===== config.mk =====
export PLATFORM = sky130hd
export DESIGN_NAME = xy_capture_fifo
export DESIGN_NICKNAME = d
export VERILOG_FILES = /design/src/rtl/xy_pkg.sv /design/src/rtl/sync_fifo.sv /design/src/rtl/xy_capture_fifo.sv
export SDC_FILE = /design/constraint.sdc
export NUM_CORES = 1
export LEC_CHECK = 0
export BUFFER_PORTS_ARGS = -buffer_cell sky130_fd_sc_hd__buf_2
export CORE_MARGIN = 2
export CORE_UTILIZATION = 30
export CTS_CLUSTER_SIZE = 25
export DETAILED_ROUTE_END_ITERATION = 8
export PLACE_DENSITY = 0.49
export SYNTH_ARGS = -nofsm -noshare
export SYNTH_HDL_FRONTEND = slang
export SYNTH_SLANG_ARGS = --single-unit

===== constraint.sdc =====
create_clock -name Clk -period 2.57 [get_ports Clk]
set_input_delay 0.3855 -clock Clk [delete_from_list [all_inputs] [get_ports Clk]]
set_output_delay 0.3855 -clock Clk [all_outputs]
set_load 0.03 [all_outputs]

===== src/rtl/xy_pkg.sv =====
// Shared types and helpers for the X/Y nibble capture path.
package xy_pkg;

  localparam int XY_W = 4;

  typedef logic [2*XY_W-1:0] xy_byte_t;

  function automatic xy_byte_t pack_xy(input logic [XY_W-1:0] x, input logic [XY_W-1:0] y);
    return {x, y};
  endfunction

endpackage


===== src/rtl/sync_fifo.sv =====
// Single-clock FIFO with registered storage and an occupancy counter.
// The caller must only push when not full (or when popping) and only pop when not empty.
module sync_fifo #(
  parameter int DEPTH = 4,
  parameter int WIDTH = 8
) (
  input  logic                     Clk,
  input  logic                     Rst_n,
  input  logic                     push,
  input  logic                     pop,
  input  logic [WIDTH-1:0]         wdata,
  output logic [WIDTH-1:0]         rdata,
  output logic [$clog2(DEPTH):0]   level,
  output logic                     full,
  output logic                     empty
);

  localparam int AW = $clog2(DEPTH);
  localparam logic [AW:0] FULL_LEVEL = (AW+1)'(DEPTH);

  logic [WIDTH-1:0] mem [DEPTH];
  logic [AW-1:0]    wr_ptr;
  logic [AW-1:0]    rd_ptr;

  // Storage carries no reset; stale entries are hidden by the empty check on rdata.
  always_ff @(posedge Clk) begin
    if (push) begin
      mem[wr_ptr] <= wdata;
    end
  end

  always_ff @(posedge Clk or negedge Rst_n) begin
    if (!Rst_n) begin
      wr_ptr <= '0;
      rd_ptr <= '0;
      level  <= '0;
    end else begin
      if (push) begin
        wr_ptr <= wr_ptr + 1'b1;
      end
      if (pop) begin
        rd_ptr <= rd_ptr + 1'b1;
      end
      case ({push, pop})
        2'b10:   level <= level + 1'b1;
        2'b01:   level <= level - 1'b1;
        default: level <= level;
      endcase
    end
  end

  always_comb begin
    full  = (level == FULL_LEVEL);
    empty = (level == '0);
    rdata = empty ? '0 : mem[rd_ptr];
  end

endmodule


===== src/rtl/xy_capture_fifo.sv =====
// Packs X/Y nibbles into bytes, optionally drops repeats, and buffers them
// for a valid/ready consumer with a sticky overflow flag.
module xy_capture_fifo
  import xy_pkg::*;
#(
  parameter int DEPTH       = 4,
  parameter bit CHANGE_ONLY = 1'b1
) (
  input  logic                   Clk,
  input  logic                   Rst_n,
  input  logic                   In_Valid,
  input  logic [XY_W-1:0]        X,
  input  logic [XY_W-1:0]        Y,
  output xy_byte_t               Out_Data,
  output logic                   Out_Valid,
  input  logic                   Out_Ready,
  output logic [$clog2(DEPTH):0] Level,
  output logic                   Overflow,
  input  logic                   Clr_Ovf
);

  xy_byte_t cand;
  xy_byte_t last_byte;
  logic     have_last;
  logic     want_push;
  logic     push;
  logic     pop;
  logic     drop;
  logic     full;
  logic     empty;

  // A full FIFO still takes a new byte when the head leaves in the same cycle.
  always_comb begin
    cand      = pack_xy(X, Y);
    want_push = In_Valid && (!CHANGE_ONLY || !have_last || (cand != last_byte));
    pop       = !empty && Out_Ready;
    push      = want_push && (!full || pop);
    drop      = want_push && full && !pop;
    Out_Valid = !empty;
  end

  always_ff @(posedge Clk or negedge Rst_n) begin
    if (!Rst_n) begin
      last_byte <= '0;
      have_last <= 1'b0;
    end else if (push) begin
      last_byte <= cand;
      have_last <= 1'b1;
    end
  end

  // A drop in the same cycle as a clear request keeps the flag set.
  always_ff @(posedge Clk or negedge Rst_n) begin
    if (!Rst_n) begin
      Overflow <= 1'b0;
    end else if (drop) begin
      Overflow <= 1'b1;
    end else if (Clr_Ovf) begin
      Overflow <= 1'b0;
    end
  end

  sync_fifo #(
    .DEPTH (DEPTH),
    .WIDTH ($bits(xy_byte_t))
  ) u_fifo (
    .Clk   (Clk),
    .Rst_n (Rst_n),
    .push  (push),
    .pop   (pop),
    .wdata (cand),
    .rdata (Out_Data),
    .level (Level),
    .full  (full),
    .empty (empty)
  );

endmodule


==> results.py <==
metrics = {
    "final_layout": {
        "multi_input_area_sq_um": 676,
        "nets": 181,
        "drive_gt1_frac": 0.362,
        "stdcell_area_sq_mm": 0.00250,
        "fin_util": 0.364,
        "syn_to_final_growth_pct": 16.7,
        "diodes": 0,
        "seq_area_sq_mm": 0.00139,
        "fillers": 662,
    },
    "global_routing": {
        "grt_pass1_wl_microns": 6070,
        "overflow": 0,
        "antenna_found_initial": 0,
        "grt_pass1_vias": 1147,
        "grtUsageTotal": 0.110,
        "grt_max_degree": 18,
    },
    "floorplan": {
        "rows": 30,
        "dieArea_sq_mm": 0.00784,
        "core_sq_mm": 0.00687,
        "dieWidth_microns": 88.6,
        "start_util": 0.312,
        "ios": 26,
        "die_height_microns": 88.6,
    },
    "clock_tree": {
        "cts_resized": 0,
        "root_buffer": "clkbuf_8",
        "postCtsSetupRepairBufs": 0,
        "cts_buffers": 5,
        "insertion_delay_ns": 0.30,
        "clk_pin_slew_ns": 0.09,
        "cts_tree": "done",
        "ctsHoldBuffers": 0,
        "clockBufferDepth": 2,
        "cts_sinks": 49,
        "cts.htree.levels": 2,
    },
    "worst_setup_path": {
        "critPathMaxStageDelay_ns": 0.71,
        "required_ns": 2.18,
        "reg2regPathDepth": 6,
        "path_cells": "mux4_2 > and2_1 > buf_2",
        "critPathBufInv": 1,
        "critPathTopFamily": "flip-flops",
        "critPathLaunchType": "flip-flop",
        "critPathArrivalTime_ns": 1.93,
        "critical_path_depth": 3,
        "crit_slowest_cell": "dfrtp_1",
        "crit_type": "flip-flop to primary output",
        "cp_max_fo": 9,
        "worstSetupEndpointType": "primary output",
    },
    "status": {
        "status": "finished, final reports clean",
    },
    "synthesis": {
        "ys_seq_elements": 49,
        "syn-num-nets": 147,
        "ys.flop_type": "edfxtp_1",
        "yosysSeqAreaShare": 0.646,
        "synth_edf_count": 32,
        "ys_warn_count": 0,
        "syn_area_per_cell_sq_um": 16.8,
        "syn_inst": 128,
        "synth_cell_types": 27,
        "synthesis.area_sq_mm": 0.00214,
        "synthArstFlopShare": 0.347,
    },
    "power": {
        "power.density_mw_per_mm2": 1140,
        "p_switching_mw": 1.03,
        "pwr-share-clk": 0.188,
        "internal-power_mw": 1.82,
        "switching_share": 0.361,
        "p_leak_nw": 0.958,
        "p_seq_frac": 0.422,
        "comb_power_share": 0.391,
        "peakVddDrop_mv": 0.393,
    },
    "sta": {
        "setup-tns-final_ns": 0,
        "period_needed_ns": 2.31,
        "period_share": 0.900,
        "max_freq_mhz": 432,
        "relSlewSlack": 0.616,
        "setup_violations": 0,
        "worst_slew_pin_slew_ns": 0.574,
        "rsz0062_at_grt": "no",
        "finalHoldViolCount": 0,
        "whs_ns": 0.00757,
        "slew_viol_final": 0,
        "fin_skew_ns": 0.00604,
    },
    "routing": {
        "vias": 1110,
        "dr.pass1.iters": 2,
        "drtIter0Drc": 26,
        "drc": 0,
        "routedWlPerCell_microns": 14.9,
        "wl_microns": 3870,
        "drtAntennaViolNets": 0,
        "via_per_inst": 4.29,
    },
    "placement": {
        "globalplace.congestion": 0.688,
        "dpl.hpwl_microns": 2770,
        "io_buffers": 25,
        "dpl_cell_area_sq_mm": 0.00240,
    },
    "hold_path": {
        "hp-class": "input port to async pin",
    },
    "flow_run": {
        "cap_violations": 0,
    },
}
## synth_stat cells, drive strengths merged (2+ instances only)
| master | count | area, sq um |
|---|---|---|
| and2 | 9 | 58.8 |
| buf | 4 | 41.3 |
| dfrtp | 17 | 425 |
| edfxtp | 32 | 961 |
| ha | 5 | 62.6 |
| inv | 10 | 37.5 |
| mux2 | 9 | 116 |
| mux4 | 8 | 180 |
| nand2 | 3 | 11.3 |
| nor2 | 5 | 18.8 |
| o21ai | 2 | 10.0 |
| xnor2 | 11 | 96.3 |
| xor2 | 3 | 26.3 |
## final timing paths
| kind | startpoint | to | slack, ns |
|---|---|---|---|
| max in group asynchronous | Rst_n | last_byte[7] | 2.27 |
| worst min register to register | have_last | have_last | 0.47 |
| worst max register to register | u_fifo.level[2] | u_fifo.mem[2][6] | 0.30 |
| worst max-delay path | u_fifo.rd_ptr[0] | Out_Data[2] | 0.26 |
| worst min-delay path | Rst_n | u_fifo.level[1] | 0.008 |
| min in group Clk | Clr_Ovf | Overflow | 0.27 |
## final cells by class
cell class / instances / area share
Multi-Input combinational cell: 64 / 0.270
Clock inverter: 2 / 0.0135
Sequential cell: 49 / 0.554
Clock buffer: 6 / 0.0290
Timing Repair Buffer: 32 / 0.0710
Inverter: 10 / 0.0150
Tap cell: 96 / 0.0480
## power by group through the flow
stage	logic, mW	registers, mW	clock network [mW]
floorplan	0.838	1.19	0
global placement	1.11	1.22	0
detailed placement	1.14	1.23	0
CTS	1.14	1.21	0.553
global route	1.21	1.24	0.584
finish	1.11	1.20	0.534
## through the flow
step	instances	worst slack, ns	total power, mW
6_report	259	0.256	2.85
3_5_place_dp	251	0.239	2.37
4_1_cts	259	0.181	2.91
2_1_floorplan	128	0.241	2.02
3_3_place_gp	251	0.278	2.33
5_1_grt	259	0.0790	3.03
## cells by family (layout without fill, tap and decap cells)
kind of cell | Yosys count | in the layout | share of synthesized area
AO/OA/AOI/OAI | 4 | 4 | 0.0187
buffers and inverters | 15 | 50 | 0.0385
multiplexers | 17 | 17 | 0.138
XOR/XNOR | 14 | 14 | 0.0572
flip-flops | 49 | 49 | 0.646
AND/OR/NAND/NOR | 23 | 23 | 0.0624
adder cells (fa/ha/maj) | 6 | 6 | 0.0385
## sequential cells by signal, indices dropped and copies added (netlist names)
signal / flops
last_byte: 8
u_fifo.rd_ptr: 2
u_fifo.level: 3
Overflow: 1
have_last: 1
u_fifo.wr_ptr: 2
u_fifo.mem: 32
## cell usage in the layout (no fill, tap or decap)
master,n
or3_1,1
edfxtp_1,32
and2_4,1
nand2_1,3
o21ai_0,2
nand4_1,1
mux2_4,4
clkinv_1,1
o31ai_4,1
or2_2,1
bufinv_16,1
clkbuf_8,5
dfrtp_1,17
xor2_1,3
nor2b_1,1
o311ai_0,1
inv_1,10
mux4_2,8
buf_4,7
mux2_2,5
xnor2_1,11
nand3_1,1
clkbuf_1,1
fa_1,1
and2_1,8
ha_1,5
buf_2,25
nor2_1,5
nor4b_2,1
## routing by layer
| layer | GRT usage | routed length, microns | part of all wire |
|---|---|---|---|
| met5 | 0 | 0 | 0 |
| met4 | 0.0413 | 59 | 0.015 |
| met3 | 0.0289 | 131 | 0.034 |
| met2 | 0.176 | 1930 | 0.50 |
| met1 | 0.143 | 1750 | 0.45 |
(Power assumes the default switching activity.)
